**src/rtl/jump_pkg.sv**
```systemverilog
// Shared definitions for the jump controller: FSM state encoding and default
// tuning constants used by the sprite vertical-motion logic.
package jump_pkg;

  typedef enum logic [1:0] {
    IDLE   = 2'd0,
    CHARGE = 2'd1,
    RISE   = 2'd2,
    FALL   = 2'd3
  } jump_state_e;

  localparam int GROUND_Y_DEF = 400;
  localparam int V_MAX_DEF    = 31;
  localparam int GRAVITY_DEF  = 1;

endpackage

```
**src/rtl/jump_tick_edge.sv**
```systemverilog
// Rising-edge detector turning a slow divided rate signal into a one-cycle tick
// in the fast clock domain; usable by any slow-rate game block.
module jump_tick_edge
  import jump_pkg::*;
(
  input  logic clk_i,
  input  logic rst_ni,
  input  logic rate_i,
  output logic tick_o
);

  logic rate_q;

  always_ff @(posedge clk_i or negedge rst_ni) begin
    if (!rst_ni) begin
      rate_q <= 1'b0;
    end else begin
      rate_q <= rate_i;
    end
  end

  assign tick_o = rate_i & ~rate_q;

endmodule

```
**src/rtl/jump_physics.sv**
```systemverilog
// Vertical motion for the player sprite: charge while held, launch on release,
// gravity per tick, landing pulse. Optional build macro: JUMP_AUTO_RELEASE_EN.
module jump_physics
  import jump_pkg::*;
#(
  parameter int Y_W         = 10,
  parameter int V_W         = 6,
  parameter int GROUND_Y    = GROUND_Y_DEF,
  parameter int V_MAX       = V_MAX_DEF,
  parameter int GRAVITY     = GRAVITY_DEF,
  parameter int CHARGE_STEP = 1
) (
  input  logic           clk_vga,
  input  logic           rst_n,
  input  logic           clk_jump,
  input  logic           btn_jump,
  output logic [Y_W-1:0] player_y,
  output logic [V_W-1:0] charge,
  output logic           airborne,
  output logic           land_pulse,
  output logic [1:0]     state
);

  localparam logic [V_W:0]   VMAX_X  = V_MAX[V_W:0];
  localparam logic [V_W-1:0] VMAX_V  = V_MAX[V_W-1:0];
  localparam logic [V_W:0]   GRAV_X  = GRAVITY[V_W:0];
  localparam logic [V_W-1:0] GRAV_V  = GRAVITY[V_W-1:0];
  localparam logic [V_W:0]   CSTEP_X = CHARGE_STEP[V_W:0];
  localparam logic [Y_W:0]   GND_X   = GROUND_Y[Y_W:0];
  localparam logic [Y_W-1:0] GND_Y   = GROUND_Y[Y_W-1:0];

  logic tick;

  jump_tick_edge u_tick (
    .clk_i  (clk_vga),
    .rst_ni (rst_n),
    .rate_i (clk_jump),
    .tick_o (tick)
  );

  jump_state_e    state_q;
  logic [Y_W-1:0] player_y_q;
  logic [V_W-1:0] charge_q;
  logic [V_W-1:0] vel_q;
  logic           airborne_q;
  logic           land_pulse_q;

  logic [V_W:0]   charge_inc;
  logic [V_W-1:0] charge_sat;
  logic [Y_W-1:0] vel_y;
  logic [Y_W-1:0] rise_y;
  logic [V_W-1:0] rise_vel;
  logic [V_W:0]   fall_inc;
  logic [V_W-1:0] fall_vel;
  logic [Y_W-1:0] fall_vel_y;
  logic [Y_W:0]   fall_sum;
  logic           fall_land;

  // Saturating next-tick arithmetic; the FSM picks whichever result applies.
  always_comb begin
    charge_inc = {1'b0, charge_q} + CSTEP_X;
    charge_sat = (charge_inc > VMAX_X) ? VMAX_V : charge_inc[V_W-1:0];

    vel_y            = '0;
    vel_y[V_W-1:0]   = vel_q;
    rise_y           = (player_y_q < vel_y) ? '0 : player_y_q - vel_y;
    rise_vel         = (vel_q < GRAV_V) ? '0 : vel_q - GRAV_V;

    fall_inc              = {1'b0, vel_q} + GRAV_X;
    fall_vel              = (fall_inc > VMAX_X) ? VMAX_V : fall_inc[V_W-1:0];
    fall_vel_y            = '0;
    fall_vel_y[V_W-1:0]   = fall_vel;
    fall_sum              = {1'b0, player_y_q} + {1'b0, fall_vel_y};
    fall_land             = (fall_sum >= GND_X);
  end

  always_ff @(posedge clk_vga or negedge rst_n) begin
    if (!rst_n) begin
      state_q      <= IDLE;
      player_y_q   <= GND_Y;
      charge_q     <= '0;
      vel_q        <= '0;
      airborne_q   <= 1'b0;
      land_pulse_q <= 1'b0;
    end else begin
      land_pulse_q <= 1'b0;
      if (tick) begin
        unique case (state_q)
          IDLE: begin
            if (btn_jump) begin
              state_q  <= CHARGE;
              charge_q <= '0;
            end
          end
          CHARGE: begin
`ifdef JUMP_AUTO_RELEASE_EN
            if (btn_jump && (charge_q == VMAX_V)) begin
              vel_q      <= VMAX_V;
              state_q    <= RISE;
              airborne_q <= 1'b1;
            end else
`endif
            if (btn_jump) begin
              charge_q <= charge_sat;
            end else if (charge_q == '0) begin
              state_q <= IDLE;
            end else begin
              vel_q      <= charge_q;
              state_q    <= RISE;
              airborne_q <= 1'b1;
            end
          end
          RISE: begin
            // Apex tick: switch to falling without moving the sprite.
            if (vel_q == '0) begin
              state_q <= FALL;
            end else begin
              player_y_q <= rise_y;
              vel_q      <= rise_vel;
            end
          end
          FALL: begin
            if (fall_land) begin
              player_y_q   <= GND_Y;
              vel_q        <= '0;
              charge_q     <= '0;
              land_pulse_q <= 1'b1;
              airborne_q   <= 1'b0;
              state_q      <= IDLE;
            end else begin
              player_y_q <= fall_sum[Y_W-1:0];
              vel_q      <= fall_vel;
            end
          end
        endcase
      end
    end
  end

  assign player_y   = player_y_q;
  assign charge     = charge_q;
  assign airborne   = airborne_q;
  assign land_pulse = land_pulse_q;
  assign state      = state_q;

endmodule

```
**config.mk**
```make
export PLATFORM = sky130hd
export DESIGN_NAME = jump_physics
export DESIGN_NICKNAME = d
export VERILOG_FILES = /design/src/rtl/jump_pkg.sv /design/src/rtl/jump_tick_edge.sv /design/src/rtl/jump_physics.sv
export SDC_FILE = /design/constraint.sdc
export NUM_CORES = 1
export LEC_CHECK = 0
export ABC_CLOCK_PERIOD_IN_PS = 3400
export CAP_MARGIN = 20
export CORE_MARGIN = 2
export CORE_UTILIZATION = 45
export CTS_BUF_LIST = sky130_fd_sc_hd__clkbuf_2 sky130_fd_sc_hd__clkbuf_4 sky130_fd_sc_hd__clkbuf_8
export CTS_CLUSTER_SIZE = 12
export DETAILED_ROUTE_END_ITERATION = 7
export GPL_ROUTABILITY_DRIVEN = 0
export GPL_TIMING_DRIVEN = 0
export PLACE_DENSITY_LB_ADDON = 0.12
export SLEW_MARGIN = 15
export SYNTH_ARGS = -nofsm -noshare
export SYNTH_HDL_FRONTEND = slang
export SYNTH_SLANG_ARGS = --single-unit
```
**constraint.sdc**
```tcl
create_clock -name clk_vga -period 3.4 [get_ports clk_vga]
set_input_delay 0.68 -clock clk_vga [delete_from_list [all_inputs] [get_ports clk_vga]]
set_output_delay 0.68 -clock clk_vga [all_outputs]
set_load 0.02 [all_outputs]
```
==> qor.txt <==
RSZ-0062 raised after global routing: yes
Tmin final: 3.42 ns
Initial antenna violation count: 0
Slew headroom: 44.8%
Die height: 82.2 um
Outcome: finished, violations left
TritonCTS Buffers: 3
Worst setup EP type: register
Vias post-DR: 2885
Post-Syn Nets: 371
Setup ws final: -0.0195 ns
Setup_tns: -0.0434 ns
Vias in the first global route: 2613
Reg2reg start: vel_q[1]
Share of Yosys cell area claimed by the top area cell type: 21.8%
YS warnings: 0
Filler Cell Count: 496
Post-synth EDFFs: 0
# clock sinks: 27
Worst endpoint required time: 3.57 ns
# DRC: 0
Post-Route WL: 8170 um
Actual slew at the worst max-slew pin: 0.817 ns
Slew Limit Fails: 0
Number of port buffers: 23
Cell area after layout: 3690 um2
WS Path Type: register to register
CTS Hold Bufs: 0
DIE WIDTH: 82.2 um
First-pass GRT wire length: 12700 um
Worst skew pair latency: 0.28 ns
Grt ovf: 0
CTS tree: done
Crit. Startpoint: vel_q[1]
Share of layout cells above drive strength 1: 26.6%
Final hold vios: 0
GRT Util Overall: 24.3%
Post-synthesis async set-or-reset flop share: 100%
Placed cells: 439
Netlist cell types: 66
Layout net count: 429
Antenna cell count: 0
Initial DRC count: 260
Failing checks: setup timing
Die area: 6750 um2
Hold WC Path Type: input port to async pin
Critical-path maximum fanout: 5
Routed vias/inst: 6.10
Placed cell area: 3070 um2
Clock root cell: clkbuf_8
DP Wirelength: 5340 um
Num ports: 24
Final Cycle Share: 101%
Netlist Area Pre-Place: 2750 um2
Final setup vio count: 4
DR pass1 iterations: 5
Dominant cells by area after synthesis: dfrtp_1, ha_1, a21oi_1, nand2_1, inv_1
Clock tree buffer depth: 2
Starting Density: 46.4%
Clock-pin slew on the worst setup and hold paths: 0.11 ns
Syn Area/Cell: 8.06 um2
Drt wl/cell: 17.3 um
Top-count cell post-synth: nand2_1
Post-synth top cells: nand2_1, a21oi_1, inv_1
Max-capacitance violation count: 0
Core Area: 5920 um2
CTS H-tree depth: 1
Main synth FF type: dfrtp_1
Mapped Cells: 341
Area grow syn2layout: 34.3%
Fin cells: 473
Area leader, netlist: dfrtp_1
WP data arrival: 3.59 ns
Sequential area share after synthesis: 24.7%
Crit start category: register
Seq cells post-synth: 27
Setup Skew: 0.00299 ns
Largest net degree at the start of global routing: 28
FP Rows: 28
Achievable Freq: 292 MHz
Antenna-violating nets left: 0
==> logic make-up (layout without fill, tap and decap cells) <==
family,count (synthesis),in the layout,share of synthesized area [%]
XOR/XNOR,15,15,4.78
AO/OA/AOI/OAI,108,108,28.5
buffers and inverters,44,101,6.64
adder cells (fa/ha/maj),26,26,12.4
AND/OR/NAND/NOR,113,113,20.2
multiplexers,7,7,2.64
flip-flops,27,27,24.7
other,1,1,0.136
==> routing by layer <==
metal	GRT usage (%)	wire (um)	up-vias
met5	0	0	-
met4	6.50	106	0
met3	3.15	425	14
met2	42.0	3980	127
met1	31.9	3660	1376
li1	-	-	1368
==> cell type report <==
cell class / count / area, um2 / area share [%]
multi-input cells: 270 / 2170 / 58.8
flip-flops and latches: 27 / 684 / 18.5
repair buffers: 54 / 497 / 13.5
inverters: 27 / 110 / 2.98
well taps: 75 / 93.8 / 2.54
plain buffers: 16 / 87.6 / 2.37
clock buffers: 4 / 48.8 / 1.32
==> cell usage in the layout (no fill, tap or decap), drive strengths merged, types with 4 or more instances in the layout <==
master / instances
nand2: 29
buf: 36
dfrtp: 24
o21a: 5
mux2i: 5
nand3: 19
nand2b: 4
xor2: 5
o22ai: 4
o31ai: 4
nor2: 23
a21oi: 30
nand4: 4
nor2b: 5
o221ai: 4
xnor2: 10
ha: 24
nor3: 9
inv: 24
and3: 8
a31oi: 6
clkdlybuf4s50: 22
clkbuf: 16
a211oi: 5
o21ai: 18
nor4: 4
==> path summary, 6_finish.rpt <==
| path | to | slack, ns | cells after the start |
|---|---|---|---|
| max | vel_q[0] | -0.02 | 16 |
| min in group clk_vga | player_y[4] | 0.53 | 2 |
| min | player_y[6] | 0.42 | 1 |
| min reg2reg | player_y[4] | 0.53 | 2 |
| max reg2reg | vel_q[0] | -0.02 | 16 |
| max in group asynchronous | vel_q[1] | 2.51 | 1 |
==> critical path, cell delays in order, from the launching register on <==
cell and delay (ns):
dfrtp_2 0.46, and3_4 0.19, nand3_4 0.10, mux2i_4 0.28
nand2_1 0.09, ha_2 0.19, inv_2 0.05, fa_2 0.21
nor2b_2 0.06, o31a_4 0.32, or2_4 0.28, o31ai_4 0.28
a211oi_2 0.13, buf_6 0.16, buf_4 0.14, a311oi_2 0.31
nor3_2 0.07
==> repair_timing <==
action / in CTS / in global routing
setup endpoints to repair: 23 / 23
gates cloned: 1 / 0
gates resized for setup: 39 / 33
setup buffers: 18 / 13
pin swaps: 19 / 25
==> registers in the layout, summed over array words and instances (netlist names), named ones only <==
register,cells
land_pulse,1
u_tick.rate_q,1
charge,6
player_y,10
state,1
vel_q,6
airborne,1
==> per-stage QoR <==
stage	worst slack [ns]	hold WS, ns	util, %
after global placement	-0.471	0.499	51.9
after global routing	-0.132	0.475	62.4
final	-0.0195	0.417	62.4
after floorplan	0.0110	0.384	-
after detailed placement	-0.453	0.516	51.8
after CTS	-0.0964	0.438	58.0
Power is left out: the tool's default activity adds up to more than one toggle a clock period on the data nets, which glitch-free logic cannot reach.
